<file path="src/rtl/fp64_div_seq.sv">
// fp64_div_seq: iterative restoring radix-2 binary64 divider, RNE, flush-to-zero; FP64_DIV_EARLY_OUT_EN enables power-of-two divisor bypass
module fp64_div_seq #(
  parameter int QBITS = 56
) (
  input  logic        clk,
  input  logic        rst,
  input  logic        in_valid,
  output logic        in_ready,
  input  logic [63:0] a,
  input  logic [63:0] b,
  output logic        out_valid,
  input  logic        out_ready,
  output logic [63:0] y,
  output logic        inexact,
  output logic        overflow,
  output logic        underflow,
  output logic        div_by_zero
);
  typedef enum logic [1:0] {IDLE, ITER, ROUND, DONE} state_t;
  state_t state;
  logic [QBITS-1:0] q;
  logic [53:0] rem, rem_sub;
  logic [52:0] mb, mant;
  logic [53:0] mr;
  logic [10:0] ea, eb;
  logic [5:0] cnt;
  logic s, az, bz, ge, norm, g, st, rnd, early;
  logic a_zero, b_zero;
  logic signed [12:0] e_base, e_r;
  logic [63:0] ry;
  logic [3:0] rf;
  // denormal, NaN and Inf operands all behave as zero
  assign a_zero = (a[62:52] == 11'd0) | (&a[62:52]);
  assign b_zero = (b[62:52] == 11'd0) | (&b[62:52]);
`ifdef FP64_DIV_EARLY_OUT_EN
  assign early = b[51:0] == 52'd0;
`else
  assign early = 1'b0;
`endif
  always_comb begin
    ge = rem >= {1'b0, mb};
    rem_sub = ge ? rem - {1'b0, mb} : rem;
    norm = q[QBITS-1];
    mant = norm ? q[55:3] : q[54:2];
    g = norm ? q[2] : q[1];
    st = (norm ? |q[1:0] : q[0]) | (rem != 54'd0);
    e_base = $signed({2'b00, ea}) - $signed({2'b00, eb}) + (norm ? 13'sd1023 : 13'sd1022);
    rnd = g & (st | mant[0]);
    mr = {1'b0, mant} + {53'd0, rnd};
    e_r = e_base + {12'd0, mr[53]};
    ry = {s, e_r[10:0], mr[53] ? mr[52:1] : mr[51:0]};
    rf = {g | st, 3'b000};
    if (az) begin
      ry = bz ? 64'd0 : {s, 63'd0};
      rf = 4'b0000;
    end else if (bz) begin
      ry = {s, 11'h7FF, 52'd0};
      rf = 4'b0001;
    end else if (e_r >= 13'sd2047) begin
      ry = {s, 11'h7FF, 52'd0};
      rf = 4'b1100;
    end else if (e_r <= 13'sd0) begin
      ry = 64'd0;
      rf = 4'b1010;
    end
  end
  always_ff @(posedge clk) begin
    if (rst) begin
      state <= IDLE;
      in_ready <= 1'b1;
      out_valid <= 1'b0;
      y <= 64'd0;
      {inexact, overflow, underflow, div_by_zero} <= 4'b0000;
      q <= '0;
      rem <= '0;
      mb <= '0;
      ea <= '0;
      eb <= '0;
      s <= 1'b0;
      az <= 1'b0;
      bz <= 1'b0;
      cnt <= '0;
    end else begin
      case (state)
        IDLE: if (in_valid) begin
          in_ready <= 1'b0;
          s <= a[63] ^ b[63];
          ea <= a[62:52];
          eb <= b[62:52];
          az <= a_zero;
          bz <= b_zero;
          mb <= {1'b1, b[51:0]};
          rem <= early ? 54'd0 : {2'b01, a[51:0]};
          q <= (early & ~a_zero & ~b_zero) ? {1'b1, a[51:0], 3'b000} : '0;
          cnt <= '0;
          state <= (a_zero | b_zero | early) ? ROUND : ITER;
        end
        ITER: begin
          q <= {q[QBITS-2:0], ge};
          rem <= rem_sub << 1;
          cnt <= cnt + 6'd1;
          if (cnt == 6'(QBITS - 1)) state <= ROUND;
        end
        ROUND: begin
          y <= ry;
          {inexact, overflow, underflow, div_by_zero} <= rf;
          out_valid <= 1'b1;
          state <= DONE;
        end
        DONE: if (out_ready) begin
          out_valid <= 1'b0;
          in_ready <= 1'b1;
          state <= IDLE;
        end
        default: state <= IDLE;
      endcase
    end
  end
endmodule

</file>
<file path="config.mk">
export PLATFORM = sky130hd
export DESIGN_NAME = fp64_div_seq
export DESIGN_NICKNAME = d
export VERILOG_FILES = /design/src/rtl/fp64_div_seq.sv
export SDC_FILE = /design/constraint.sdc
export NUM_CORES = 1
export LEC_CHECK = 0
export ABC_AREA = 1
export BUFFER_PORTS_ARGS = -buffer_cell sky130_fd_sc_hd__buf_4
export CELL_PAD_IN_SITES_DETAIL_PLACEMENT = 1
export CELL_PAD_IN_SITES_GLOBAL_PLACEMENT = 1
export CORE_MARGIN = 4
export CORE_UTILIZATION = 25
export DETAILED_ROUTE_END_ITERATION = 12
export PLACE_DENSITY_LB_ADDON = 0.1
export REMOVE_ABC_BUFFERS = 1
export SYNTH_ARGS = -nofsm -noshare
export SYNTH_HDL_FRONTEND = slang
export SYNTH_SLANG_ARGS = --single-unit
</file>
<file path="constraint.sdc">
create_clock -name clk -period 4.05 [get_ports clk]
set_input_delay 0.81 -clock clk [delete_from_list [all_inputs] [get_ports clk]]
set_output_delay 0.81 -clock clk [all_outputs]
set_load 0.05 [all_outputs]
</file>
==> flow_summary.toml <==
[run_status]
outcome = "complete, but fails checks"
failed_checks = "setup timing"

[yosys]
netlist_area_um2 = 18460
yosys_register_bits = 266
synthFlopType = "sky130_fd_sc_hd__dfxtp_1"
synth_warnings = 0
yosys.cell_types.count = 52
synth_most_common_cell = "sky130_fd_sc_hd__nand2_1"
synthesis.area_per_instance_um2 = 6.319
dominant_cells_by_area_after_synthesis = "sky130_fd_sc_hd__dfxtp_1 (29%), sky130_fd_sc_hd__nand2_1 (13%), sky130_fd_sc_hd__a21oi_1 (12%), sky130_fd_sc_hd__o21ai_0 (6.9%), sky130_fd_sc_hd__inv_1 (6.9%)"
async_reset_ff_share_pct = 0
synth.largest_area_cell = "sky130_fd_sc_hd__dfxtp_1"
synth_sequential_area_ratio_pct = 28.85
synth_top_cells_by_count = "sky130_fd_sc_hd__nand2_1 (650), sky130_fd_sc_hd__a21oi_1 (428), sky130_fd_sc_hd__inv_1 (338)"
synth.top_cell.area_share_pct = 28.85
synth_edf_count = 0
syn_inst = 2921

[worst_setup_path]
worstPathRequired_ps = 4530
type_of_element_capturing_the_critical_path = "flip-flop"
crit_path_start_kind = "flip-flop"
timing.critical_path.slowest_stage_cell = "sky130_fd_sc_hd__dfxtp_4"
cp_max_fo = 16
timing.critical_path.slowest_cell_delay_ps = 390
worst-setup-path-type = "flip-flop to flip-flop"
cp_data_arrival_time_ps = 4630

[global_routing]
grt_overflow_total = 0
grt_pass1_vias = 21426
antenna_found_initial = 0
grt_usage_pct = 18.74
grt_max_degree = 81
grt_first_pass_wirelength_um = 118400

[routing]
routed_via_density = 4.770
detail_route.iter0.violations = 811
routed_wirelength_um = 76200
detail_route.wl_per_cell_um = 18.08
detailroute.via_count = 20102
drt_drc = 0
final_antenna_violating_net_count = 0
first_pass_iters = 4

[die]
y_dimension_of_the_die_um = 279.7
die_width_um = 279.7
placeable_core_region_um2 = 73080
floorplan.initialDensity_pct = 25.26
placementRows = 99
ioPinCount = 202
die-area_um2 = 78240

[pwr]
p_leak_nw = 9.947
share_clk_of_total_power_pct = 14.8
cellInternalPower_w = 0.01051
power.share.sequential_pct = 16.2
p_sw_share_pct = 53.03
power.net_switching_w = 0.01187
powerDensity_nw_per_um2 = 932.0
ir_drop_mv = 0.5573
power.combinational.fraction_pct = 69.1

[timing]
hold_slack_ps = 463.2
finalWorstPathRequiredPeriod_ps = 4151
totalNegativeSetupSlack_ps = -2152
fmax_mhz = 240.9
fin_skew_ps = 15.48
fin_crit_sh_pct = 102.5
tightest_slew_ps = 881.0
maxSlewHeadroom_pct = 40.73
timing.final.hold_violations = 0
grt_setup_unrepaired = "yes"
finalMaxSlewViolations = 0
report.final.setup_viol = 63
fin_ws_ps = -100.8

[placed_design]
hpwl_um = 59100
port-buffer-count = 201
globalplace.congestion = 0.9166

[flow_run]
max_cap_viol = 0

[worst_hold_path]
min-delay-path-class = "flip-flop to flip-flop"

[clock_tree]
number_of_cts_inserted_buffers = 36
cts_tree = "done"
path_clk_slew_ps = 50
clk_path_buf_depth = 3
cts.hold.buffers_added = 0
cts_num_sinks = 266
cts_max_level = 2
clk_root_buffer_cell = "sky130_fd_sc_hd__clkbuf_16"
clkLatencyLatePin_ps = 560

[finish]
finalCoreUtilization_pct = 32.85
area.sequential_um2 = 5329
multi_input_gate_area_in_the_final_layout_um2 = 11660
layout-drive-gt1-share_pct = 19.29
antenna_cells = 0
layout.nets = 3435
layout_fillers = 9246
syn2layout_area_growth_pct = 30.07
==> cells by family after synthesis <==
group	synth area share, %
AND/OR/NAND/NOR	29.03
AO/OA/AOI/OAI	22.31
buffers and inverters	10.59
XOR/XNOR	4.081
adder cells (fa/ha/maj)	5.138
flip-flops	28.85
==> timing repair <==
item                       4_1_cts  5_1_grt
setup buffers                    6       11
resized for setup               14      122
gates cloned                     2        9
setup endpoints to repair       67       67
pin swaps                        8       47
==> metrics by stage <==
stage,instances,setup slack [ps],power [W],cell area [µm²]
final,4214,-100.8,0.02237,24010
after global routing,4214,-418.5,0.02450,24010
after CTS,4194,-395.8,0.02142,23290
after detailed placement,4122,-860.1,0.01764,21940
after global placement,4122,-601.4,0.01751,21940
after floorplan,2792,-3415,0.01251,17830
==> path summary, 6_finish.rpt <==
kind / startpoint / to / slack [ps] / cells past startpoint
worst max-delay path: q[55] / y[1] / -100 / 29
worst min-delay path: mb[26] / mb[26] / 460 / 2
worst max register to register: q[55] / y[1] / -100 / 29
worst min register to register: mb[26] / mb[26] / 460 / 2
==> power by group through the flow <==
stage	clock [W]	sequential, W	combinational, W
4_1_cts	0.00344	0.00362	0.0144
5_1_grt	0.00354	0.00370	0.0173
3_3_place_gp	0	0.00366	0.0139
3_5_place_dp	0	0.00367	0.0140
6_report	0.00330	0.00361	0.0155
2_1_floorplan	0	0.00376	0.00875
==> layer usage <==
metal	up-vias	part of all wire, %	GRT usage, %
li1	10257	-	-
met3	104	2.6	2.267
met4	0	3.6	5.939
met1	9508	45	23.90
met5	-	0	0
met2	233	49	33.01
==> layout by cell type, fill, tap and decap left out, types with 43 or more instances in the layout <==
cell type                   netlist  routed
sky130_fd_sc_hd__buf_4           10     370
sky130_fd_sc_hd__inv_1          338     332
sky130_fd_sc_hd__ha_1            71      70
sky130_fd_sc_hd__clkbuf_16        0      43
sky130_fd_sc_hd__o21ai_0        254     245
sky130_fd_sc_hd__nor2_1         247     232
sky130_fd_sc_hd__xor2_1          54      54
sky130_fd_sc_hd__nand2_1        650     621
sky130_fd_sc_hd__nand4_1         61      61
sky130_fd_sc_hd__a21oi_1        428     420
sky130_fd_sc_hd__dfxtp_1        266     265
sky130_fd_sc_hd__nand3_1        144     134
==> worst max-delay path: cells and delay by family (launching register included) <==
family	cells	cell delay (ps)
adders and majority gates	1	340
buffers and inverters	9	1190
and+or+nand+nor	15	1380
DFF	1	390
AOI/OAI and AO/OA	4	780
==> registers in the layout (all words and copies together), names as in the netlist, 2 cells and up <==
| register | count |
|---|---|
| y | 64 |
| q | 56 |
| rem | 54 |
| mb | 53 |
| ea | 11 |
| eb | 11 |
| cnt | 6 |
| state | 2 |
==> area by class of cell <==
class / count / share of cell area [%]
multi-input cells: 2175 / 48.58
flip-flops and latches: 266 / 22.20
repair buffers: 398 / 13.70
inverters: 352 / 5.550
well taps: 959 / 4.998
clock buffers: 53 / 4.399
clock inverters: 11 / 0.5837
Power figures use the tool's default switching activity.
